**src/rtl/stack_seq_if.sv**
```systemverilog
// Byte-wide memory handshake between the push/pull sequencer and the data bus.
// The sequencer (master) raises mem_req and holds mem_addr, mem_we and
// mem_data_out steady until the memory (slave) answers with mem_ack.
interface stack_seq_if;
  logic        mem_req;
  logic        mem_we;
  logic [15:0] mem_addr;
  logic [7:0]  mem_data_out;
  logic [7:0]  mem_data_in;
  logic        mem_ack;

  modport master (
    output mem_req, mem_we, mem_addr, mem_data_out,
    input  mem_data_in, mem_ack
  );

  modport slave (
    input  mem_req, mem_we, mem_addr, mem_data_out,
    output mem_data_in, mem_ack
  );
endinterface

```
**src/rtl/stack_seq.sv**
```systemverilog
// stack_seq: PSHS/PSHU/PULS/PULU sequencer for the 6809 core.
// Walks the postbyte register mask (push b7->b0, pull b0->b7), moving each
// byte over a req/ack bus and strobing the stack pointer once per byte.
// Build option STACK_SEQ_FASTSCAN_EN: NEXT jumps straight to the next set bit
// with a priority encoder; without it a 3-bit pointer examines one bit per
// NEXT cycle.
module stack_seq (
  input  logic               clk_in,
  input  logic               rst_n_in,
  input  logic               start,
  input  logic               is_pull,
  input  logic               use_s_in,
  input  logic [7:0]         postbyte,
  input  logic [15:0]        reg_su,
  input  logic [15:0]        path_left_data,
  stack_seq_if.master        bus,
  output logic               busy,
  output logic               done,
  output logic               use_s,
  output logic [3:0]         path_left_addr,
  output logic [3:0]         write_reg_addr,
  output logic               write_pull_reg,
  output logic [15:0]        data_w,
  output logic               inc_su,
  output logic               dec_su
);

  typedef enum logic [2:0] {
    ST_IDLE  = 3'd0,
    ST_NEXT  = 3'd1,
    ST_BYTE0 = 3'd2,
    ST_BYTE1 = 3'd3,
    ST_DONE  = 3'd4
  } state_t;

  state_t      state_q, state_d;
  logic [7:0]  mask_q, mask_d;
  logic        pull_q, pull_d;
  logic        use_s_q, use_s_d;
  logic [3:0]  code_q, code_d;
  logic        wide_q, wide_d;
  logic [7:0]  hi_q, hi_d;
`ifndef STACK_SEQ_FASTSCAN_EN
  logic [2:0]  step_q, step_d;
  logic        last_q, last_d;
`endif

  logic [2:0]  sel_bit;
  logic        found;
  logic        in_byte;
  logic        reg_end;

  // Postbyte bit -> register code; b6 names the stack we are not using.
  function automatic logic [3:0] bit_code(input logic [2:0] b, input logic s);
    case (b)
      3'd7:    bit_code = 4'd5;
      3'd6:    bit_code = s ? 4'd3 : 4'd4;
      3'd5:    bit_code = 4'd2;
      3'd4:    bit_code = 4'd1;
      3'd3:    bit_code = 4'd11;
      3'd2:    bit_code = 4'd9;
      3'd1:    bit_code = 4'd8;
      default: bit_code = 4'd10;
    endcase
  endfunction

  // Pick the bit examined in NEXT and whether it is selected.
`ifdef STACK_SEQ_FASTSCAN_EN
  always_comb begin
    sel_bit = 3'd0;
    if (pull_q) begin
      for (int i = 7; i >= 0; i--)
        if (mask_q[i]) sel_bit = 3'(i);
    end else begin
      for (int i = 0; i < 8; i++)
        if (mask_q[i]) sel_bit = 3'(i);
    end
    found = |mask_q;
  end
`else
  always_comb begin
    sel_bit = pull_q ? step_q : ~step_q;
    found   = mask_q[sel_bit];
  end
`endif

  assign in_byte = (state_q == ST_BYTE0) || (state_q == ST_BYTE1);
  // Current register finishes on this cycle's ack.
  assign reg_end = bus.mem_ack &&
                   (((state_q == ST_BYTE0) && !wide_q) || (state_q == ST_BYTE1));

  // Next-state and latch update logic.
  always_comb begin
    state_d = state_q;
    mask_d  = mask_q;
    pull_d  = pull_q;
    use_s_d = use_s_q;
    code_d  = code_q;
    wide_d  = wide_q;
    hi_d    = hi_q;
`ifndef STACK_SEQ_FASTSCAN_EN
    step_d  = step_q;
    last_d  = last_q;
`endif
    case (state_q)
      ST_IDLE: begin
        if (start) begin
          mask_d  = postbyte;
          pull_d  = is_pull;
          use_s_d = use_s_in;
`ifndef STACK_SEQ_FASTSCAN_EN
          step_d  = 3'd0;
          last_d  = 1'b0;
`endif
          state_d = ST_NEXT;
        end
      end
      ST_NEXT: begin
`ifndef STACK_SEQ_FASTSCAN_EN
        step_d = step_q + 3'd1;
        last_d = (step_q == 3'd7);
`endif
        if (found) begin
          code_d  = bit_code(sel_bit, use_s_q);
          wide_d  = sel_bit[2];
          mask_d  = mask_q & ~(8'd1 << sel_bit);
          state_d = ST_BYTE0;
        end else begin
`ifdef STACK_SEQ_FASTSCAN_EN
          state_d = ST_DONE;
`else
          if (step_q == 3'd7) state_d = ST_DONE;
`endif
        end
      end
      ST_BYTE0, ST_BYTE1: begin
        if ((state_q == ST_BYTE0) && bus.mem_ack && wide_q) begin
          hi_d    = bus.mem_data_in;
          state_d = ST_BYTE1;
        end
        if (reg_end) begin
`ifdef STACK_SEQ_FASTSCAN_EN
          state_d = ST_NEXT;
`else
          state_d = last_q ? ST_DONE : ST_NEXT;
`endif
        end
      end
      ST_DONE: state_d = ST_IDLE;
      default: state_d = ST_IDLE;
    endcase
  end

  // State and latch registers with asynchronous abort.
  always_ff @(posedge clk_in or negedge rst_n_in) begin
    if (!rst_n_in) begin
      state_q <= ST_IDLE;
      mask_q  <= 8'h00;
      pull_q  <= 1'b0;
      use_s_q <= 1'b0;
      code_q  <= 4'd0;
      wide_q  <= 1'b0;
      hi_q    <= 8'h00;
`ifndef STACK_SEQ_FASTSCAN_EN
      step_q  <= 3'd0;
      last_q  <= 1'b0;
`endif
    end else begin
      state_q <= state_d;
      mask_q  <= mask_d;
      pull_q  <= pull_d;
      use_s_q <= use_s_d;
      code_q  <= code_d;
      wide_q  <= wide_d;
      hi_q    <= hi_d;
`ifndef STACK_SEQ_FASTSCAN_EN
      step_q  <= step_d;
      last_q  <= last_d;
`endif
    end
  end

  // Bus and register-block outputs, decoded from state and latches.
  always_comb begin
    busy             = (state_q != ST_IDLE);
    done             = (state_q == ST_DONE);
    use_s            = use_s_q;
    path_left_addr   = in_byte ? code_q : 4'd0;
    write_reg_addr   = in_byte ? code_q : 4'd0;
    bus.mem_req      = in_byte;
    bus.mem_we       = in_byte && !pull_q;
    bus.mem_addr     = 16'h0000;
    bus.mem_data_out = 8'h00;
    if (in_byte)
      bus.mem_addr = pull_q ? reg_su : (reg_su - 16'd1);
    if (in_byte && !pull_q)
      bus.mem_data_out = (state_q == ST_BYTE0) ? path_left_data[7:0]
                                               : path_left_data[15:8];
    dec_su         = in_byte && !pull_q && bus.mem_ack;
    inc_su         = in_byte &&  pull_q && bus.mem_ack;
    write_pull_reg = pull_q && reg_end;
    data_w         = 16'h0000;
    if (write_pull_reg)
      data_w = (state_q == ST_BYTE1) ? {hi_q, bus.mem_data_in}
                                     : {8'h00, bus.mem_data_in};
  end

endmodule

```
**src/flat_wrapper.sv**
```systemverilog
// flat-port wrapper written by rule: the top's interface ports become plain ports
module stack_seq_flat 
  (clk_in, rst_n_in, start, is_pull, use_s_in, postbyte, reg_su, path_left_data, busy, done, use_s, path_left_addr, write_reg_addr, write_pull_reg, data_w, inc_su, dec_su, bus_mem_req, bus_mem_we, bus_mem_addr, bus_mem_data_out, bus_mem_data_in, bus_mem_ack);
  stack_seq_if bus_i ();
  input  logic clk_in;
  input  logic rst_n_in;
  input  logic start;
  input  logic is_pull;
  input  logic use_s_in;
  input  logic [7:0] postbyte;
  input  logic [15:0] reg_su;
  input  logic [15:0] path_left_data;
  output logic busy;
  output logic done;
  output logic use_s;
  output logic [3:0] path_left_addr;
  output logic [3:0] write_reg_addr;
  output logic write_pull_reg;
  output logic [15:0] data_w;
  output logic inc_su;
  output logic dec_su;
  output wire logic [$bits(bus_i.mem_req)-1:0] bus_mem_req;
  output wire logic [$bits(bus_i.mem_we)-1:0] bus_mem_we;
  output wire logic [$bits(bus_i.mem_addr)-1:0] bus_mem_addr;
  output wire logic [$bits(bus_i.mem_data_out)-1:0] bus_mem_data_out;
  input wire logic [$bits(bus_i.mem_data_in)-1:0] bus_mem_data_in;
  input wire logic [$bits(bus_i.mem_ack)-1:0] bus_mem_ack;
  assign bus_mem_req = bus_i.mem_req;
  assign bus_mem_we = bus_i.mem_we;
  assign bus_mem_addr = bus_i.mem_addr;
  assign bus_mem_data_out = bus_i.mem_data_out;
  assign bus_i.mem_data_in = bus_mem_data_in;
  assign bus_i.mem_ack = bus_mem_ack;
  stack_seq u_core (.clk_in(clk_in), .rst_n_in(rst_n_in), .start(start), .is_pull(is_pull), .use_s_in(use_s_in), .postbyte(postbyte), .reg_su(reg_su), .path_left_data(path_left_data), .bus(bus_i), .busy(busy), .done(done), .use_s(use_s), .path_left_addr(path_left_addr), .write_reg_addr(write_reg_addr), .write_pull_reg(write_pull_reg), .data_w(data_w), .inc_su(inc_su), .dec_su(dec_su));
endmodule
```
**config.mk**
```make
export PLATFORM = sky130hd
export DESIGN_NAME = stack_seq_flat
export DESIGN_NICKNAME = d
export VERILOG_FILES = /design/src/rtl/stack_seq_if.sv /design/src/rtl/stack_seq.sv /design/src/flat_wrapper.sv
export SDC_FILE = /design/constraint.sdc
export NUM_CORES = 1
export LEC_CHECK = 0
export CAP_MARGIN = 5
export CORE_MARGIN = 1
export CORE_UTILIZATION = 42
export CTS_CLUSTER_SIZE = 20
export DETAILED_ROUTE_END_ITERATION = 10
export GPL_TIMING_DRIVEN = 0
export HOLD_SLACK_MARGIN = 0.08
export PLACE_DENSITY = 0.82
export REMOVE_ABC_BUFFERS = 1
export SKIP_LAST_GASP = 1
export SYNTH_ARGS = -nofsm -noshare
export SYNTH_HDL_FRONTEND = slang
export SYNTH_SLANG_ARGS = --single-unit
```
**constraint.sdc**
```tcl
create_clock -name clk_in -period 2.96 [get_ports clk_in]
set_input_delay 0.296 -clock clk_in [delete_from_list [all_inputs] [get_ports clk_in]]
set_output_delay 0.296 -clock clk_in [all_outputs]
set_load 0.02 [all_outputs]
```
==> results by group, run 1 <==
Power and ir drop
  – Power per cell area: 838 nW/µm²
  – Max IR drop VDD: 0.574 mV
  – Leak Pwr: 1.56 nW
  – Final Total Pwr: 0.00297 W

Clock network
  – Clock Path Buffers: 2
  – Number of CTS-inserted buffers: 5
  – CTS tree: done
  – Post-CTS Hold Buffers: 0
  – H-tree lvl count: 2
  – Clock slew at reported path FFs: 0.06 ns
  – CTS Sinks: 30
  – Clk_lat worst skew: 0.28 ns
  – Root buffer cell: clkbuf_8

Drt
  – DRC: 0
  – Final WL: 6.46 mm
  – DR vias/cell: 5.35
  – Routed wire per std cell: 14.2 µm
  – Pre-antenna DRT Iters: 4
  – ANT nets after route: 0
  – Initial DRC Count: 89
  – Routed vias: 2434

Setup path
  – WP depth: 7
  – Reg2reg path depth: 8
  – WS Path Type: flip-flop to output pin
  – Worst Setup Start Kind: flip-flop
  – Crit-path cells: or4_4, or4_4, or3b_4, nor3_2, xnor2_1, nor2_1, clkbuf_2
  – Req. time, crit path: 2.66 ns
  – Worst path max stage delay: 0.54 ns
  – Nature of the critical path endpoint: output pin
  – Worst Path Buf+Inv: 1
  – Crit path top cell by count: or4_4
  – CP max FO: 6
  – Slowest CP cell: or4_4
  – Top delay family on crit path: simple AND/OR/NAND/NOR gates
  – Critical path arrival: 2.70 ns

Run
  – Max cap viols: 0

Synthesis
  – Ys Warns: 0
  – Async S/R FF share, synth: 1.00
  – Post-synth EDFFs: 0
  – Synthesized area per cell: 8.07 µm²
  – Post-synth top flop: dfrtp_1
  – Area leader, netlist: dfrtp_1
  – Main area contributors after synthesis: dfrtp_1, mux2i_1, mux2_2, nor2_1, and3_1
  – Most common cell in the netlist: nor2_1
  – Post-Synthesis Cells: 287
  – #FFs+latches synth: 30
  – Share of the synthesized area in the top cell type: 0.324
  – Synth cell count leaders: nor2_1, dfrtp_1, nand2_1
  – Seq/Total Area, Yosys: 0.324
  – Synth cell types: 41
  – Netlist Area Pre-Place: 2310 µm²

Timing
  – Fmax: 333 MHz
  – Final setup fails: 1
  – Slew margin rel.: 0.422
  – RSZ-0062 raised after global routing: true
  – Clock Skew: 0.00617 ns
  – Worst-Margin Slew: 0.867 ns
  – Tmin final: 3.00 ns
  – Worst Setup Slack, final: -0.0409 ns
  – Fin. max-slew vios: 0
  – Final Cycle Share: 1.01
  – Hold slack: 0.410 ns
  – Endpoints failing hold: 0

Die
  – Io pins: 110
  – Total core area: 5200 µm²
  – Die span in x: 76.2 µm
  – Die ar.: 5810 µm²
  – Initial Util: 0.445
  – Row count: 26
  – Die height: 76.2 µm

Final layout
  – Final cell count without fillers: 455
  – Antenna cells: 0
  – Seq. cell area: 754 µm²
  – Fin nets: 442
  – Layout cells sized above 1: 0.0909
  – Area growth, synth to finish: 53.0%
  – FILL cells: 445
  – Multi-input logic area: 1440 µm²

Global route
  – Total grt overflow: 0
  – Vias in the first global route: 2235
  – First-pass GRT wire length: 10.7 mm
  – Largest net degree at the start of global routing: 24
  – GRT Overall Usage: 0.227
  – Initial antenna violation count: 0

Placed design
  – IO Port Bufs: 109
  – Post-DP HPWL: 4.85 mm
  – Inst Count DP: 444
  – GP Congestion: 0.848
  – DP Worst Slack: -0.512 ns

Run status
  – Run status: complete, but fails checks
  – Failing checks: negative setup slack

Hold path
  – HP Class: primary input to asynchronous set/reset pin
## worst paths after layout
path | endpoint | startpoint | slack (ns)
worst max register to register | u_core.code_q[1] | u_core.pull_q | 0.20
worst min register to register | u_core.code_q[3] | u_core.code_q[3] | 0.49
max in group asynchronous | u_core.hi_q[2] | rst_n_in | 2.04
min in group clk_in | u_core.code_q[3] | u_core.code_q[3] | 0.49
worst min-delay path | u_core.mask_q[5] | rst_n_in | 0.41
worst max-delay path | bus_mem_addr[15] | u_core.pull_q | -0.04
## repair_timing
action                                  CTS  global route
gates resized for setup                  13            10
endpoints found under the setup margin   30            25
pin swaps                                 0             4
setup buffers                             2             2
## where the power goes
group          total, W  internal, W  switching [W]
clock network  0.000307     0.000162       0.000145
registers      0.000833     0.000607       0.000227
logic           0.00183     0.000852       0.000976
total           0.00297      0.00162        0.00135
## sequential cells by signal, summed over array words and instances (netlist names)
name            cells
u_core.last_q       1
u_core.wide_q       1
u_core.hi_q         8
u_core.state_q      3
u_core.code_q       4
u_core.mask_q       8
u_core.step_q       3
u_core.use_s        1
u_core.pull_q       1
## metrics by stage
step	TNS [ns]	utilization	instance area [µm²]
2_1_floorplan	0	-	2200
3_3_place_gp	-2.25	0.650	3380
3_5_place_dp	-2.76	0.655	3410
4_1_cts	-0.303	0.673	3500
5_1_grt	-0.226	0.681	3540
6_report	-0.0409	0.681	3540
## placed cells by master (no fill, tap or decap), types with 2 or more instances in the layout
cell type | synthesis | routed
clkdlybuf4s50_1 | 0 | 99
nor2_1 | 34 | 34
dfrtp_1 | 30 | 29
nand2_1 | 27 | 27
a21oi_1 | 19 | 19
mux2i_1 | 17 | 17
and3_1 | 17 | 16
o21ai_0 | 12 | 12
mux2_2 | 12 | 12
inv_1 | 9 | 9
and2_1 | 9 | 9
o22ai_1 | 9 | 9
nor3_1 | 8 | 8
nand2b_1 | 9 | 8
xnor2_1 | 8 | 8
xor2_1 | 5 | 5
nor2b_1 | 5 | 5
nand3_1 | 5 | 5
clkbuf_8 | 0 | 5
dlymetal6s2s_1 | 0 | 5
buf_4 | 4 | 5
or2_2 | 3 | 3
ha_1 | 3 | 3
dlygate4sd2_1 | 0 | 3
or4_4 | 2 | 2
nor4_1 | 2 | 2
or3_1 | 2 | 2
o32ai_1 | 2 | 2
a22oi_1 | 2 | 2
clkbuf_1 | 16 | 2
## worst reg2reg max path, cell delays in order (launching register included)
cell and delay [ns]:
dfrtp_4 0.41, buf_4 0.10, buf_4 0.19, buf_4 0.22, nand2b_1 0.09, o22a_1 0.20, o32ai_1 0.44, and2_1 0.58
mux2_2 0.40
## metal layers
| layer | vias to the layer above | wire (µm) | GRT usage |
|---|---|---|---|
| li1 | 1196 | - | - |
| met1 | 1141 | 2760 | 0.293 |
| met2 | 91 | 3260 | 0.386 |
| met3 | 6 | 389 | 0.0455 |
| met4 | 0 | 51 | 0.0558 |
| met5 | - | 0 | 0 |
## logic make-up after synthesis
| group | after synthesis | synth area share |
|---|---|---|
| mux | 29 | 0.132 |
| simple gates | 128 | 0.283 |
| compound gates | 52 | 0.134 |
| buf+inv | 32 | 0.0622 |
| flops | 30 | 0.324 |
| fa+ha+maj | 3 | 0.0162 |
| xor+xnor | 13 | 0.0492 |
## cell type report
type | instances | area share
Multi-Input combinational cell | 225 | 0.407
Timing Repair Buffer | 114 | 0.325
Sequential cell | 30 | 0.213
Tap cell | 70 | 0.0247
Clock buffer | 7 | 0.0215
Inverter | 9 | 0.00954
Note: power is estimated with default switching activity, not from simulation.
==> run 2: changes to the inputs <==
--- a/config.mk
+++ b/config.mk
@@ -6,12 +6,11 @@
 export NUM_CORES = 1
 export LEC_CHECK = 0
 export CAP_MARGIN = 5
-export CORE_MARGIN = 1
 export CORE_UTILIZATION = 42
 export CTS_CLUSTER_SIZE = 20
 export DETAILED_ROUTE_END_ITERATION = 10
 export GPL_TIMING_DRIVEN = 0
-export HOLD_SLACK_MARGIN = 0.08
+export HOLD_SLACK_MARGIN = 0.05
 export PLACE_DENSITY = 0.82
 export REMOVE_ABC_BUFFERS = 1
 export SKIP_LAST_GASP = 1
==> results of run 2 <==
The final DEF is identical to that of run 1; final timing and power are the same.
